<file path="src/rtl/seq_det_pkg.sv">
// Shared constants, mode encodings and sizing helper for the serial pattern detector.
package seq_det_pkg;

    localparam logic [7:0] DEF_PATTERN_C = 8'b0000_0110;
    localparam int         DEF_LEN_C     = 4;

    typedef enum logic {
        NONOVERLAP = 1'b0,
        OVERLAP    = 1'b1
    } ovl_mode_e;

    typedef enum logic {
        MEALY = 1'b0,
        MOORE = 1'b1
    } out_mode_e;

    // Length field must hold MAX_LEN itself, hence the extra bit.
    function automatic int len_w(input int max_len);
        return $clog2(max_len) + 1;
    endfunction

endpackage

</file>
<file path="src/rtl/seq_detector_param_if.sv">
// Bit-stream, configuration and result signals of the pattern detector.
interface seq_detector_param_if #(
    parameter int MAX_LEN = 8,
    parameter int CNT_W   = 8
);
    import seq_det_pkg::*;

    localparam int LEN_W = len_w(MAX_LEN);

    // in_valid qualifies x for one cycle; there is no ready, the detector
    // consumes every valid bit. cfg_load is a single-cycle strobe that wins
    // over in_valid in the same cycle.
    logic               x;
    logic               in_valid;
    logic               cfg_load;
    logic [MAX_LEN-1:0] cfg_pattern;
    logic [LEN_W-1:0]   cfg_len;
    logic               cfg_overlap;
    logic               cfg_moore;
    logic               z;
    logic [CNT_W-1:0]   match_count;

    modport master (
        output x, in_valid, cfg_load, cfg_pattern, cfg_len, cfg_overlap, cfg_moore,
        input  z, match_count
    );

    modport slave (
        input  x, in_valid, cfg_load, cfg_pattern, cfg_len, cfg_overlap, cfg_moore,
        output z, match_count
    );

endinterface

</file>
<file path="src/rtl/seq_det_history.sv">
// Bit history, fill tracking and length-masked comparison producing the match strobe.
module seq_det_history #(
    parameter int MAX_LEN = 8,
    parameter int LEN_W   = 4
) (
    input  logic               clk,
    input  logic               reset,
    input  logic               i_clear,
    input  logic               i_accept,
    input  logic               i_x,
    input  logic [MAX_LEN-1:0] i_pat,
    input  logic [LEN_W-1:0]   i_len,
    input  logic               i_nonovl,
    output logic               o_m
);

    logic [MAX_LEN-1:0] r_hist;
    logic [LEN_W-1:0]   r_fill;

    logic [MAX_LEN-1:0] w_win;
    logic [MAX_LEN-1:0] w_mask;
    logic [LEN_W:0]     w_fill_p1;
    logic               w_fill_ok;

    // Window bit k is the bit received k accepts before the current one.
    assign w_win     = {r_hist[MAX_LEN-2:0], i_x};
    assign w_fill_p1 = {1'b0, r_fill} + (LEN_W+1)'(1);
    assign w_fill_ok = (w_fill_p1 >= {1'b0, i_len});

    always_comb begin
        w_mask = '0;
        for (int i = 0; i < MAX_LEN; i++) begin
            if (i < int'(i_len)) w_mask[i] = 1'b1;
        end
    end

    assign o_m = i_accept && (i_len != '0) && w_fill_ok &&
                 (((w_win ^ i_pat) & w_mask) == '0);

    always_ff @(posedge clk) begin
        if (reset || i_clear) begin
            r_hist <= '0;
            r_fill <= '0;
        end else if (i_accept) begin
            r_hist <= w_win;
            // Non-overlapping: bits up to and including the match are excluded.
            if (o_m && i_nonovl) begin
                r_fill <= '0;
            end else if (r_fill != LEN_W'(MAX_LEN)) begin
                r_fill <= r_fill + LEN_W'(1);
            end
        end
    end

endmodule

</file>
<file path="src/rtl/seq_detector_param.sv">
// Runtime-programmable serial pattern detector: config shadows, output mode and match counter.
module seq_detector_param
    import seq_det_pkg::*;
#(
    parameter int                 MAX_LEN     = 8,
    parameter int                 CNT_W       = 8,
    parameter logic [MAX_LEN-1:0] DEF_PATTERN = MAX_LEN'(DEF_PATTERN_C),
    parameter int                 DEF_LEN     = DEF_LEN_C
) (
    input  logic                 clk,
    input  logic                 reset,
    seq_detector_param_if.slave  bus
);

    localparam int               LEN_W      = len_w(MAX_LEN);
    localparam logic [LEN_W-1:0] DEF_LEN_CL = (DEF_LEN > MAX_LEN) ? LEN_W'(MAX_LEN)
                                                                  : LEN_W'(DEF_LEN);

    logic [MAX_LEN-1:0] r_pat;
    logic [LEN_W-1:0]   r_len;
    ovl_mode_e          r_ovl;
    out_mode_e          r_moore;
    logic               r_zq;
    logic [CNT_W-1:0]   r_cnt;

    logic               w_accept;
    logic               w_m;
    logic [LEN_W-1:0]   w_cfg_len;

    assign w_accept  = bus.in_valid && !bus.cfg_load && !reset;
    assign w_cfg_len = (bus.cfg_len > LEN_W'(MAX_LEN)) ? LEN_W'(MAX_LEN) : bus.cfg_len;

    seq_det_history #(
        .MAX_LEN (MAX_LEN),
        .LEN_W   (LEN_W)
    ) u_hist (
        .clk      (clk),
        .reset    (reset),
        .i_clear  (bus.cfg_load),
        .i_accept (w_accept),
        .i_x      (bus.x),
        .i_pat    (r_pat),
        .i_len    (r_len),
        .i_nonovl (r_ovl == NONOVERLAP),
        .o_m      (w_m)
    );

    always_ff @(posedge clk) begin
        if (reset) begin
            r_pat   <= DEF_PATTERN;
            r_len   <= DEF_LEN_CL;
            r_ovl   <= OVERLAP;
            r_moore <= MEALY;
            r_zq    <= 1'b0;
            r_cnt   <= '0;
        end else if (bus.cfg_load) begin
            r_pat   <= bus.cfg_pattern;
            r_len   <= w_cfg_len;
            r_ovl   <= ovl_mode_e'(bus.cfg_overlap);
            r_moore <= out_mode_e'(bus.cfg_moore);
            r_zq    <= 1'b0;
            r_cnt   <= '0;
        end else begin
            r_zq <= w_m;
            if (w_m && (r_cnt != '1)) r_cnt <= r_cnt + CNT_W'(1);
        end
    end

    assign bus.z           = (r_moore == MOORE) ? r_zq : w_m;
    assign bus.match_count = r_cnt;

endmodule

</file>
<file path="src/flat_wrapper.sv">
// flat-port wrapper written by rule: the top's interface ports become plain ports
module seq_detector_param_flat import seq_det_pkg::*;
#(
    parameter int                 MAX_LEN     = 8,
    parameter int                 CNT_W       = 8,
    parameter logic [MAX_LEN-1:0] DEF_PATTERN = MAX_LEN'(DEF_PATTERN_C),
    parameter int                 DEF_LEN     = DEF_LEN_C
)
  (clk, reset, bus_x, bus_in_valid, bus_cfg_load, bus_cfg_pattern, bus_cfg_len, bus_cfg_overlap, bus_cfg_moore, bus_z, bus_match_count);
  seq_detector_param_if #(.MAX_LEN(MAX_LEN), .CNT_W(CNT_W)) bus_i ();
  input  logic clk;
  input  logic reset;
  input wire logic [$bits(bus_i.x)-1:0] bus_x;
  input wire logic [$bits(bus_i.in_valid)-1:0] bus_in_valid;
  input wire logic [$bits(bus_i.cfg_load)-1:0] bus_cfg_load;
  input wire logic [$bits(bus_i.cfg_pattern)-1:0] bus_cfg_pattern;
  input wire logic [$bits(bus_i.cfg_len)-1:0] bus_cfg_len;
  input wire logic [$bits(bus_i.cfg_overlap)-1:0] bus_cfg_overlap;
  input wire logic [$bits(bus_i.cfg_moore)-1:0] bus_cfg_moore;
  output wire logic [$bits(bus_i.z)-1:0] bus_z;
  output wire logic [$bits(bus_i.match_count)-1:0] bus_match_count;
  assign bus_i.x = bus_x;
  assign bus_i.in_valid = bus_in_valid;
  assign bus_i.cfg_load = bus_cfg_load;
  assign bus_i.cfg_pattern = bus_cfg_pattern;
  assign bus_i.cfg_len = bus_cfg_len;
  assign bus_i.cfg_overlap = bus_cfg_overlap;
  assign bus_i.cfg_moore = bus_cfg_moore;
  assign bus_z = bus_i.z;
  assign bus_match_count = bus_i.match_count;
  seq_detector_param #(.MAX_LEN(MAX_LEN), .CNT_W(CNT_W), .DEF_PATTERN(DEF_PATTERN), .DEF_LEN(DEF_LEN)) u_core (.clk(clk), .reset(reset), .bus(bus_i));
endmodule
</file>
<file path="config.mk">
export PLATFORM = sky130hd
export DESIGN_NAME = seq_detector_param_flat
export DESIGN_NICKNAME = d
export VERILOG_FILES = /design/src/rtl/seq_det_pkg.sv /design/src/rtl/seq_detector_param_if.sv /design/src/rtl/seq_det_history.sv /design/src/rtl/seq_detector_param.sv /design/src/flat_wrapper.sv
export SDC_FILE = /design/constraint.sdc
export NUM_CORES = 1
export LEC_CHECK = 0
export ABC_AREA = 1
export ABC_CLOCK_PERIOD_IN_PS = 3600
export CORE_MARGIN = 3
export CORE_UTILIZATION = 30
export CTS_CLUSTER_SIZE = 24
export DETAILED_ROUTE_END_ITERATION = 10
export PLACE_DENSITY = 0.48
export SLEW_MARGIN = 30
export SYNTH_ARGS = -nofsm -noshare
export SYNTH_HDL_FRONTEND = slang
export SYNTH_SLANG_ARGS = --single-unit
</file>
<file path="constraint.sdc">
create_clock -name clk -period 3.6 [get_ports clk]
set_input_delay 0.72 -clock clk [delete_from_list [all_inputs] [get_ports clk]]
set_output_delay 0.72 -clock clk [all_outputs]
set_load 0.1 [all_outputs]
</file>
# Word level (Yosys, flattened, before mapping)
# Cells that the tools add are included.
[op_classes]
add_sub_neg = 3
n_lt_le_gt_ge = 10
n_eq_ne = 2
muxes = 12
bitwise = 3
n_reduce_logical = 15
[ops]
columns = ["op", "n"]
rows = [
  ["< comparator 3 x 4 -> 1 bit (first input constant)", 4],
  ["2-to-1 mux 4 bit", 3],
  ["2-to-1 mux 1 bit", 9],
  ["adder 8 x 1 -> 8 bit (second input constant)", 1],
  ["AND 8 bit", 1],
  ["logical NOT 8 bit", 1],
  ["< comparator 1 x 4 -> 1 bit (first input constant)", 2],
  ["< comparator 2 x 4 -> 1 bit (first input constant)", 2],
  ["!= test 8 bit (second input constant)", 1],
  ["XOR 8 bit", 1],
  ["logical AND 1 bit", 7],
  ["adder 4 x 1 -> 5 bit (second input constant)", 1],
  ["greater-or-equal comparator 5 x 4 -> 1 bit", 1],
  ["adder 4 x 1 -> 4 bit (second input constant)", 1],
  ["> comparator 4 bit (second input constant)", 1],
  ["!= test 4 bit (second input constant)", 1],
  ["nonzero test 4 bit", 1],
  ["logical NOT 1 bit", 2],
  ["AND reduction 2 bit", 1],
  ["nonzero test 2 bit", 1],
  ["OR reduction 2 bit", 1],
  ["logical OR 1 bit", 1],
  ["NOT 1 bit", 1],
]
[word_totals]
reg_bits = 34
in_bits = 19
word_cells = 53

# Depth between registers and ports, before layout
[depth]
word_depth = 9
mapped_depth = 15

# By module
# A second synthesis with hierarchy kept.
[unflattened]
hier_cells = 279
area_unflattened_um2 = 1865.5
[by_module_without_submodules]
columns = ["mod", "n_inst", "cells_each", "area_each_um2", "seq_area_each_um2"]
rows = [
  ["seq_detector_param", 1, 138, 991.0, 460.4],
  ["seq_det_history", 1, 141, 874.6, 220.2],
]

# Worst setup path after synthesis
# Ideal clock, no wire load.
[synth_path]
path_kind = "register to output"
start = "register u_core.u_hist.r_fill[0]"
end = "output port bus_z"
t_arrival_ns = 3.642
t_required_ns = 2.880
slack_ns = -0.762
stages_incl_launch_ff = 12
path_buffers = 0
cell_sequence = "dfxtp_1 inv_1 ha_1 ha_1 nand2_1 inv_1 nand3_1 nor2_1 nor2_1 nor2_1 nand2_1 o21ai_0"
[synth_via]
elab_chain_len = 5
[synth_lines]
columns = ["element", "line", "rtl"]
rows = [
  ["start, declared", "seq_det_history.sv:18", "logic [LEN_W-1:0] r_fill;"],
  ["start signal, assigned", "seq_det_history.sv:50", "r_fill <= r_fill + LEN_W'(1);"],
  ["adder 4 x 1 -> 5 bit", "seq_det_history.sv:27", "assign w_fill_p1 = {1'b0, r_fill} + (LEN_W+1)'(1);"],
  ["greater-or-equal comparator 5 x 4 -> 1 bit", "seq_det_history.sv:28", "assign w_fill_ok = (w_fill_p1 >= {1'b0, i_len});"],
  ["logical AND 1 bit (2 in series)", "seq_det_history.sv:37", "assign o_m = i_accept && (i_len != '0) && w_fill_ok &&"],
  ["2-to-1 mux 1 bit", "seq_detector_param.sv:69", "assign bus.z = (r_moore == MOORE) ? r_zq : w_m;"],
  ["end, declared", "flat_wrapper.sv:20", "output wire logic [$bits(bus_i.z)-1:0] bus_z;"],
]
# Every way passes these cells.

# Final worst setup path
# Same ends and word-level chain as after synthesis.

==> key figures <==
Placed design
  • DP Wirelength: 3500 um
  • PortBufs: 27
  • RD Place Congestion: 0.754

Clocking
  • H-tree Lvls: 2
  • Clk buf depth: 2
  • Hold Buf Count CTS: 0
  • Clk_lat worst skew: 290 ps
  • Number of buffers created by CTS: 5
  • Root Driver: clkbuf_8
  • Worst-path clk slew: 70 ps
  • Post-CTS resize count: 0
  • Setup Fix Bufs, Post-CTS: 0
  • Clk sink count: 34
  • CTS tree: yes

Global routing
  • GRT Residual Overflow: 0
  • GR Util met1: 19.6%
  • GRT busiest layer: met2
  • GRT met3 Usage: 3.20%
  • GR Layer Usage met2: 21.1%
  • Largest net degree at the start of global routing: 15
  • First-pass GRT wire length: 8040 um
  • GR Util All Layers: 13.8%
  • Vias in the first global route: 1712
  • Antenna violations before repair: 0

Synthesis
  • Count leader, synth: nand2_1
  • Seq/Total Area, Yosys: 36.4%
  • Commonest cells post-synth: 63 x nand2_1, 46 x inv_1, 34 x dfxtp_1
  • Synth Cell Area: 1870 um^2
  • Top cell type's share of synthesized area: 36.4%
  • Synthesized flop and latch total: 34
  • Syn Nets: 300
  • Leading area contributor after synthesis: dfxtp_1
  • Synth area leaders: dfxtp_1 36%, nand2_1 13%, inv_1 9.2%, o21ai_0 7.0%, a21oi_1 5.6%
  • EDFF count, synth: 0
  • YS warnings: 0
  • Post-Syn Instances: 274
  • Post-synth cell types: 26
  • Share of synthesized registers carrying an async set or reset: 0%
  • Top FF cell, synth: dfxtp_1
  • Syn Area/Cell: 6.82 um^2

Detailed routing
  • Drt pass-1 iters: 4
  • Antenna-violating nets left: 0
  • Routed len/inst: 12.0 um
  • Vias: 1743
  • 1st-iter DRT viols: 61
  • Final wirelength: 4590 um
  • DRC viols: 0
  • Via density: 4.54

STA
  • Relative slew slack: 34.8%
  • Setup Skew: 6.70 ps
  • Setup_tns: 0 ps
  • Fmax: 318 MHz
  • Worst slew pin tran: 975 ps
  • Final setup fails: 0
  • Final period util: 87.2%
  • Final Max Slew Viols: 0
  • Hold Vio Cnt, Final: 0
  • RSZ-0062 raised after global routing: no
  • Worst Hold Margin: 478 ps
  • Min cycle time layout: 3140 ps

Hold path
  • HP Class: flip-flop to flip-flop
  • Worst hold start: u_core.r_pat[3]
  • WHS Path Cells: 2

Floorplan
  • Die Ht: 84.9 um
  • Core Box Area: 5990 um^2
  • I/O pin count: 28
  • Starting Density: 31.2%
  • Die ar.: 7210 um^2
  • Die width: 84.9 um
  • Rows: 28

Setup path
  • CP max FO: 5
  • CP Capture Type: output port
  • CP Data Required Time: 2880 ps
  • Worst r2r src: u_core.u_hist.r_fill[0]
  • CP Launch Type: flip-flop
  • R2R cell count: 13
  • Crit path kind: flip-flop to output port
  • Beginning of the critical path: u_core.u_hist.r_fill[0]
  • WP data arrival: 2420 ps

Power
  • Peak supply drop: 0.000226 V
  • Sequential Power Share: 46.4%
  • Sw Ratio: 25.7%
  • Combinational power share: 13.5%
  • Int Power: 643 uW
  • Pwr Density: 366 nW/um^2
  • Switching pwr: 223 uW
  • Clock power frac: 40.1%
  • Leakage dissipation: 0.00105 uW

Finish
  • Fin nets: 334
  • Layout cells sized above 1: 8.41%
  • Ant. Diodes: 0
  • Area grow syn2layout: 26.7%

Job
  • Max Cap Violations: 0

Run status
  • Status: finished, final reports clean
[cell type report]
| cell class | instances | area [um^2] |
|---|---|---|
| clock buffers | 5 | 68.8 |
| clock inverters | 3 | 40.0 |
| fillers | 629 | 3620 |
| inverters | 47 | 176 |
| multi-input cells | 189 | 997 |
| flip-flops and latches | 34 | 681 |
| well taps | 75 | 93.8 |
| repair buffers | 31 | 310 |
[state kept, by name, summed over array words and instances (netlist names)]
signal                  count
u_core.r_moore              1
u_core.u_hist.r_hist        7
u_core.r_ovl                1
u_core.r_pat                8
u_core.bus.match_count      8
u_core.r_zq                 1
u_core.u_hist.r_fill        4
u_core.r_len                4
[cells by family (layout without fill, tap and decap cells)]
family,after synthesis,in the layout,share of synthesized area (%)
adders and majority gates,7,7,4.69
DFF,34,34,36.4
xor gates and xnor gates,7,7,3.28
buffers and inverters,51,86,10.4
and+or+nand+nor,122,122,29.7
AOI/OAI and AO/OA,53,53,15.5
[cell usage in the layout, fill, tap and decap left out]
| master | instances |
|---|---|
| o21ai_1 | 1 |
| bufinv_16 | 1 |
| inv_1 | 46 |
| xnor2_1 | 2 |
| nand2_2 | 2 |
| ha_1 | 7 |
| nand3_2 | 2 |
| a21oi_1 | 21 |
| clkdlybuf4s50_1 | 26 |
| xor2_1 | 5 |
| a211oi_1 | 2 |
| nor3_1 | 3 |
| o211ai_1 | 1 |
| inv_2 | 1 |
| nand4_1 | 6 |
| buf_4 | 4 |
| nor2_4 | 4 |
| nand3_1 | 17 |
| o21ai_2 | 1 |
| a21oi_4 | 1 |
| buf_12 | 1 |
| nand2_1 | 63 |
| nor2_2 | 1 |
| clkbuf_8 | 5 |
| o21ai_0 | 25 |
| nand2_4 | 1 |
| a32o_1 | 1 |
| nor2_1 | 23 |
| clkinv_2 | 2 |
| dfxtp_1 | 34 |
[power groups by stage]
stage | registers [uW] | logic (uW) | clock network, uW
4_1_cts | 402 | 118 | 361
5_1_grt | 404 | 135 | 374
2_1_floorplan | 408 | 73.3 | 0
6_report | 402 | 117 | 347
3_5_place_dp | 411 | 117 | 0
3_3_place_gp | 411 | 117 | 0
[critical path, stage by stage (launching register included)]
cell and delay, ps:
dfxtp_1 410, ha_1 220, xor2_1 230, ha_1 290, nand2_1 60, nand2_1 50, nand2_1 50, nand2_1 50
nor2_1 240, nor2_1 110, nand2_1 160, o21ai_2 90, buf_12 170
[per-stage QoR]
step                      worst slack [ps]  utilization [%]  cells  instance area (um^2)  power (uW)
after global routing                   200             39.5    384                  2370         912
final                                  460             39.5    384                  2370         866
after detailed placement               597             37.7    376                  2260         528
after global placement                 581             37.7    376                  2260         528
after floorplan                        520                -    274                  1870         482
after CTS                              460             39.5    384                  2370         880
[per-layer routing]
metal | wire length [um] | up-vias
met5 | 0 | -
met4 | 46 | 0
met3 | 166 | 4
met2 | 1940 | 26
met1 | 2440 | 768
li1 | - | 945
[worst paths after layout]
kind | end | slack, ps
min reg2reg | u_core.r_pat[3] | 480
max reg2reg | u_core.bus.match_count[1] | 1330
max | bus_z | 460
min | u_core.r_pat[3] | 480
No activity file was read; power rests on OpenSTA's default activity.
